<file path="src/rtl/snap_pkg.sv">
// Shared types and bit positions for the snapshot trigger/capture controller.
// Control-word and status-word layouts live here so that software-facing indices stay in one place.
package snap_pkg;

    typedef enum logic [2:0] {
        IDLE    = 3'd0,
        ARMED   = 3'd1,
        OFFSET  = 3'd2,
        CAPTURE = 3'd3,
        DONE    = 3'd4
    } state_e;

    localparam int CTRL_ARM      = 0;
    localparam int CTRL_TRIG_SRC = 1;
    localparam int CTRL_WE_SRC   = 2;

    localparam int STAT_DONE     = 31;

endpackage

</file>
<file path="src/rtl/snap_arm_edge.sv">
// Registered rising-edge detector for the software arm bit.
// arm_edge is high for the one cycle in which arm_in is high and was low on the previous cycle.
module snap_arm_edge (
    input  logic clk,
    input  logic rst,
    input  logic arm_in,
    output logic arm_edge
);

    logic arm_q;
    logic arm_d;

    always_comb begin
        arm_d = arm_in;
    end

    always_ff @(posedge clk) begin
        if (rst) begin
            arm_q <= 1'b0;
        end else begin
            arm_q <= arm_d;
        end
    end

    assign arm_edge = arm_in & ~arm_q;

endmodule

</file>
<file path="src/rtl/snap_trig_capture.sv">
// Snapshot capture controller: arm, wait for a qualified trigger, skip trig_offset valid
// samples, then write one full buffer of samples into the snapshot BRAM.
module snap_trig_capture
    import snap_pkg::*;
#(
    parameter int DATA_W   = 32,
    parameter int ADDR_W   = 10,
    parameter int OFFSET_W = 32
) (
    input  logic                user_clk,
    input  logic                user_rst,
    input  logic [31:0]         ctrl_in,
    input  logic [OFFSET_W-1:0] trig_offset,
    input  logic [DATA_W-1:0]   din,
    input  logic                we,
    input  logic                trig,
    output logic [ADDR_W-1:0]   bram_addr,
    output logic [DATA_W-1:0]   bram_data,
    output logic                bram_we,
    output logic [31:0]         status_out
);

    localparam int CNT_W = ADDR_W + 1;
    localparam logic [CNT_W-1:0] LAST_WORD = CNT_W'((1 << ADDR_W) - 1);

    state_e              state_q, state_d;
    logic [OFFSET_W-1:0] off_cnt_q, off_cnt_d;
    logic [CNT_W-1:0]    word_cnt_q, word_cnt_d;
    logic                done_q, done_d;
    logic                bram_we_q, bram_we_d;
    logic [ADDR_W-1:0]   bram_addr_q, bram_addr_d;
    logic [DATA_W-1:0]   bram_data_q, bram_data_d;

    logic arm_edge;
    logic valid;
    logic trig_hit;
    logic write_sample;

    logic unused_ctrl;
    assign unused_ctrl = ^ctrl_in[31:3];

    snap_arm_edge u_arm_edge (
        .clk      (user_clk),
        .rst      (user_rst),
        .arm_in   (ctrl_in[CTRL_ARM]),
        .arm_edge (arm_edge)
    );

    assign valid    = ctrl_in[CTRL_WE_SRC] | we;
    assign trig_hit = ctrl_in[CTRL_TRIG_SRC] | trig;

    always_comb begin
        state_d      = state_q;
        off_cnt_d    = off_cnt_q;
        word_cnt_d   = word_cnt_q;
        done_d       = done_q;
        bram_we_d    = 1'b0;
        bram_addr_d  = bram_addr_q;
        bram_data_d  = bram_data_q;
        write_sample = 1'b0;

        // A fresh arm edge abandons whatever capture is in flight, without writing.
        if (arm_edge) begin
            state_d     = ARMED;
            off_cnt_d   = '0;
            word_cnt_d  = '0;
            done_d      = 1'b0;
            bram_addr_d = '0;
        end else begin
            unique case (state_q)
                ARMED: begin
                    if (trig_hit && valid) begin
                        if (trig_offset == '0) begin
                            write_sample = 1'b1;
                        end else begin
                            off_cnt_d = trig_offset - OFFSET_W'(1);
                            state_d   = OFFSET;
                        end
                    end
                end
                OFFSET: begin
                    if (valid) begin
                        if (off_cnt_q == '0) begin
                            write_sample = 1'b1;
                        end else begin
                            off_cnt_d = off_cnt_q - OFFSET_W'(1);
                        end
                    end
                end
                CAPTURE: begin
                    write_sample = valid;
                end
                default: ;
            endcase
        end

        // Address is the count before increment; the final word parks the FSM in DONE.
        if (write_sample) begin
            bram_we_d   = 1'b1;
            bram_addr_d = word_cnt_q[ADDR_W-1:0];
            bram_data_d = din;
            word_cnt_d  = word_cnt_q + CNT_W'(1);
            if (word_cnt_q == LAST_WORD) begin
                state_d = DONE;
                done_d  = 1'b1;
            end else begin
                state_d = CAPTURE;
            end
        end
    end

    always_ff @(posedge user_clk) begin
        if (user_rst) begin
            state_q     <= IDLE;
            off_cnt_q   <= '0;
            word_cnt_q  <= '0;
            done_q      <= 1'b0;
            bram_we_q   <= 1'b0;
            bram_addr_q <= '0;
            bram_data_q <= '0;
        end else begin
            state_q     <= state_d;
            off_cnt_q   <= off_cnt_d;
            word_cnt_q  <= word_cnt_d;
            done_q      <= done_d;
            bram_we_q   <= bram_we_d;
            bram_addr_q <= bram_addr_d;
            bram_data_q <= bram_data_d;
        end
    end

    assign bram_we   = bram_we_q;
    assign bram_addr = bram_addr_q;
    assign bram_data = bram_data_q;

    always_comb begin
        status_out             = '0;
        status_out[STAT_DONE]  = done_q;
        status_out[ADDR_W:0]   = word_cnt_q;
    end

endmodule

</file>
<file path="config.mk">
export PLATFORM = sky130hd
export DESIGN_NAME = snap_trig_capture
export DESIGN_NICKNAME = d
export VERILOG_FILES = /design/src/rtl/snap_pkg.sv /design/src/rtl/snap_arm_edge.sv /design/src/rtl/snap_trig_capture.sv
export SDC_FILE = /design/constraint.sdc
export NUM_CORES = 1
export LEC_CHECK = 0
export CORE_ASPECT_RATIO = 1.25
export CORE_MARGIN = 1.5
export CORE_UTILIZATION = 50
export CTS_BUF_LIST = sky130_fd_sc_hd__clkbuf_8 sky130_fd_sc_hd__clkbuf_16
export DETAILED_ROUTE_END_ITERATION = 16
export PLACE_DENSITY = 0.95
export SKIP_CTS_REPAIR_TIMING = 1
export SYNTH_ARGS = -nofsm -noshare
export SYNTH_HDL_FRONTEND = slang
export SYNTH_SLANG_ARGS = --single-unit
</file>
<file path="constraint.sdc">
create_clock -name user_clk -period 10.3 [get_ports user_clk]
set_clock_uncertainty 0.05 [all_clocks]
set_input_delay 2.575 -clock user_clk [delete_from_list [all_inputs] [get_ports user_clk]]
set_output_delay 2.575 -clock user_clk [all_outputs]
set_load 0.02 [all_outputs]
</file>
# --- After elaboration in Yosys (flattened, before gate mapping) ---
# Cells that the tools add are included.
totals:
  reg_bits: 91
  inputBits: 100
  output_inout_bits: 75
  wordCells: 59
op_classes:
  addsub: 3
  n_eq_ne: 9
  mux: 25
  bitwise_logic: 4
  n_reduce_logical: 10
op_table:
  columns: ["cell", "count"]
  rows:
  - ["$mux W32", 4]
  - ["$logic_not A32 Y1", 2]
  - ["$pmux W32 S2", 1]
  - ["$sub A32 B1 Y32 const B", 2]
  - ["$mux W11", 2]
  - ["$mux W10", 2]
  - ["$mux W3", 6]
  - ["$add A11 B1 Y11 const B", 1]
  - ["$eq A11 B10 Y1 const B", 1]
  - ["$mux W1", 9]
  - ["$ne A2 B2 Y1 const B", 4]
  - ["$eq A3 B2 Y1 const B", 2]
  - ["$reduce_bool A3 Y1", 2]
  - ["$reduce_and A5 Y1", 1]
  - ["$reduce_bool A2 Y1", 2]
  - ["$eq A3 B1 Y1 const B", 1]
  - ["$ne A3 B3 Y1 const B", 1]
  - ["$pmux W1 S3", 1]
  - ["$reduce_and A3 Y1", 1]
  - ["$or A1 B1 Y1", 2]
  - ["$reduce_or A2 Y1", 1]
  - ["$and A1 B1 Y1", 1]
  - ["$logic_and A1 B1 Y1", 1]
  - ["$not A1 Y1", 1]

# --- Longest topological paths before layout ---
depth:
  word_depth: 7
  mapped_depth: 14
  ltp_nobuf: 9

# --- By module ---
# Synthesis repeated with hierarchy kept, for this count alone.
unflattened:
  cells_unflattened: 756
  hier_area_um2: 5597.9
modules_own_cells:
  columns: ["module", "n_inst", "cells_each", "area_per_inst_um2", "seq_area_each_um2"]
  rows:
  - ["snap_trig_capture", 1, 753, 5550.3, 1801.7]
  - ["snap_arm_edge", 1, 3, 47.5, 20.0]

# --- Worst setup path before layout ---
# OpenSTA, ideal clock, no wires.
synth_path:
  kind: "input port to flip-flop"
  from: "input port trig_offset[17]"
  to: "register state_q[1]"
  setup_time_ns: 0.116
  arrival_ns: 4.526
  t_required_ns: 10.134
  setup_slack_ns: 5.607
  cell_stages: 7
  n_path_buf: 1
  path_cell_list: "nor3_1 nand2_1 or4_1 clkbuf_1 o32a_2 or4_4 o211a_1"
synth_via:
  elab_chain_len: 7
  elab_cells_between_ends: 10
  cone_classes: "eq/ne: 1; mux: 5; reduce/logical: 4"
synth_lines:
  columns: ["item", "line_no", "source"]
  rows:
  - ["from (decl)", "snap_trig_capture.sv:13", "input logic [OFFSET_W-1:0] trig_offset,"]
  - ["$logic_not A32 Y1 (*)", "snap_trig_capture.sv:73", "if (trig_offset == '0) begin"]
  - ["$mux W1", "snap_trig_capture.sv:73", null]
  - ["$mux W1", "snap_trig_capture.sv:72", "if (trig_hit && valid) begin"]
  - ["$pmux W1 S3", "snap_trig_capture.sv:70", "unique case (state_q)"]
  - ["$mux W1", "snap_trig_capture.sv:63", "if (arm_edge) begin"]
  - ["$ne A3 B3 Y1 (no source line) / $reduce_bool A3 Y1 (equally long branches)", null, null]
  - ["$reduce_and A3 Y1 (no source line)", null, null]
  - ["to (signal assigned)", "snap_trig_capture.sv:122", "state_q <= state_d;"]
  - ["to (decl)", "snap_trig_capture.sv:26", "state_e state_q, state_d;"]
# Mark *: on every way between the ends. The rest lies on a longest branch, timed or not.
# A chain may end at the register's enable or synchronous reset.

# --- Worst setup path in the final report ---
layout_path:
  from: "input port trig_offset[16]"
  to: "register state_q[1]"
# Same word-level chain as after synthesis.

==> results.toml <==
[finish]
num_antenna_cells = 0
final_layout_size_suffix_gt1_share_pct = 5.218
multiInputGateArea_sq_um = 3421
layout_commonest_cell = "sky130_fd_sc_hd__clkdlybuf4s50_1"
nNetsFinal = 921
layout_common_cells = "sky130_fd_sc_hd__clkdlybuf4s50_1 (125), sky130_fd_sc_hd__dfxtp_1 (91), sky130_fd_sc_hd__nand2_1 (83), sky130_fd_sc_hd__a21oi_1 (65), sky130_fd_sc_hd__o21ai_0 (60)"
synthToLayoutAreaGrowth_pct = 26.25
sequential_cell_area_sq_um = 1822
layout.filler_cells = 897

[grt]
grt.total_usage_pct = 27.32
wire_length_of_the_first_global_routing_pass_um = 26790
antenna_found_initial = 0
overflow = 0
grt_max_degree = 70
first_global_vias = 5748

[die]
floorplan.core_area_sq_um = 10720
ioPinCount = 175
rows = 42
die-width_um = 97.43
floorplan.die_area_sq_um = 11790
floorplan.initialDensity_pct = 51.98
dieHeight_um = 121.0

[logic_synthesis]
ys_warn_count = 0
synth_seq_area_share_pct = 32.69
synth-seq-cells = 91
main_area_contributors_after_synthesis = "sky130_fd_sc_hd__dfxtp_1 (33%), sky130_fd_sc_hd__a21oi_1 (5.8%), sky130_fd_sc_hd__nand2_1 (5.6%), sky130_fd_sc_hd__o21ai_0 (5.4%), sky130_fd_sc_hd__nand3b_1 (5.3%)"
postSynth.topFlopCell = "sky130_fd_sc_hd__dfxtp_1"
syn-instance-count = 736
synth.top_cell.area_share_pct = 32.69
mappedNetlistArea_sq_um = 5573
synth_edf_count = 0
asyncSetResetFlopFracSynth_pct = 0
synth_cell_types = 66
yosys.area.top_type = "sky130_fd_sc_hd__dfxtp_1"
synth_area_per_cell_sq_um = 7.572

[pwr]
power_leakage_uw = 0.002325
p_per_area_nw_per_um2 = 120.9
ir_drop_mv = 0.07953

[timing]
final-setup-viol-count = 0
timing_worst_slew_pin_value_ns = 1.072
relSlewSlack_pct = 28.55
setup_repair_after_global_routing_missed_its_margin = "no"
fin_setup_tns_ns = 0
fin_hold_ws_ns = 0.4080
final_max_slew_viol_count = 0
layout_worst_path_cycle_share_pct = 56.97
finalCriticalPeriod_ns = 5.867
fmaxAchievable_mhz = 170.4
timing_hold_violations_final = 0
postLayoutSetupSlackWorst_ns = 4.433

[setup_path]
critical_path.max_stage_delay_ns = 0.85
critical_path_cell_sequence = "clkdlybuf4s50_1 -> nor3_1 -> nand2_1 -> or4_1 -> o32a_2 -> or4_4 -> o211a_1"
crit_type = "in2reg"
critPathArrivalTime_ns = 6.06
worst_setup_path_end_kind = "flop"
critical-path-slowest-cell = "sky130_fd_sc_hd__or4_1"
timing.critical_path.fanout_max = 63
required_time_of_the_worst_setup_path_ns = 10.49
setup.worst_path.start_class = "primary input"

[place]
hpwl_um = 10780
placement.io_buffers = 125
dpl_worst_slack_ns = 4.214
gp_routability_congestion = 0.9606

[drt]
route.detailed.vias_per_inst = 6.492
route.antenna.remaining_nets = 0
drt_first_iter_violations = 476
route.detailed.wl_per_inst_um = 17.35
dr.pass1.iters = 5
detailroute.via_count = 6206
route.final.wire_length_um = 16580
drcViolationCount = 0

[clock_network]
clock_latency_ns = 0.35
clk_path_buf_depth = 2
cts-buffers-inserted = 9
cts_root_buffer = "sky130_fd_sc_hd__clkbuf_16"
clkSlewWorstSetupHoldPaths_ns = 0.08
cts-htree-levels = 3
clock-sinks = 91
tritoncts = "done"

[job]
cap_violations = 0

[worst_hold_path]
min_path_type = "reg2reg"

[outcome]
run_status = "completed"
==> layout make-up <==
class	instances	share of cell area, %
Multi-Input combinational cell	576	48.62
Sequential cell	91	25.89
Timing Repair Buffer	132	18.53
Clock buffer	9	3.201
Tap cell	132	2.347
Clock inverter	7	0.9248
Inverter	9	0.4802
==> per-stage QoR <==
step                total power, uW  area (sq um)  util, %  cells
finish                        850.7          7036    65.63    956
global route                  880.4          7036    65.63    956
CTS                           847.7          7036    65.63    956
detailed placement            522.9          6745    62.92    940
global placement              520.4          6745    62.92    940
floorplan                     470.0          5644        -    755
==> sequential cells by signal (all words and copies together) (netlist names) <==
| name | flops |
|---|---|
| bram_addr | 10 |
| bram_data | 32 |
| bram_we | 1 |
| done_q | 1 |
| off_cnt_q | 32 |
| state_q | 3 |
| u_arm_edge.arm_q | 1 |
| word_cnt_q | 11 |
==> layer usage <==
layer,vias to the layer above,global-route usage [%],wire length [um]
li1,2876,-,-
met1,2855,32.91,6159
met2,407,44.66,7946
met3,68,6.912,1903
met4,0,14.82,574
met5,-,0,0
==> Yosys cell counts (all sizes together) (3+ instances only) <==
| library cell | instances |
|---|---|
| dfxtp | 91 |
| nand2 | 83 |
| a21oi | 67 |
| o21ai | 60 |
| nor2 | 46 |
| clkbuf | 40 |
| buf | 39 |
| nand3b | 39 |
| nor3 | 30 |
| nand3 | 23 |
| a31oi | 22 |
| nand4 | 18 |
| and2 | 16 |
| nor4 | 15 |
| mux2i | 11 |
| o2111ai | 11 |
| inv | 9 |
| o31ai | 9 |
| or4 | 8 |
| a211oi | 7 |
| o211ai | 7 |
| a221oi | 6 |
| and3 | 6 |
| nor2b | 6 |
| o22ai | 6 |
| or3 | 6 |
| nor3b | 5 |
| a32oi | 4 |
| a2111o | 3 |
| a22oi | 3 |
| o211a | 3 |
| or2 | 3 |
==> worst paths after layout <==
path                   startpoint            end  slack, ns  depth (start not counted)
setup reg to reg       state_q[1]  off_cnt_q[26]       6.29                          9
hold reg to reg      bram_addr[9]   bram_addr[9]       0.41                          2
setup / recovery  trig_offset[16]     state_q[1]       4.43                          7
hold / removal       bram_addr[9]   bram_addr[9]       0.41                          2
==> report_power, final <==
| part | internal (uW) | switching (uW) |
|---|---|---|
| clock | 170 | 160 |
| sequential | 359 | 9.01 |
| combinational | 60.5 | 91.9 |
==> worst max-delay path: cells and delay by family <==
family | cells | cell delay (ns)
simple gates | 4 | 2.20
compound gates | 2 | 0.78
buf+inv | 1 | 0.49
==> kinds of logic (layout without fill, tap and decap cells) <==
group | count (synthesis) | in the layout | share of synthesized area [%]
other cells | 1 | 20 | 0.06729
fa+ha+maj | 2 | 2 | 0.4490
buf+inv | 88 | 157 | 7.633
simple gates | 309 | 309 | 30.04
flops | 91 | 91 | 32.69
compound gates | 232 | 232 | 26.83
xor+xnor | 2 | 2 | 0.3144
mux | 11 | 11 | 1.976
Power figures use the tool's default switching activity.
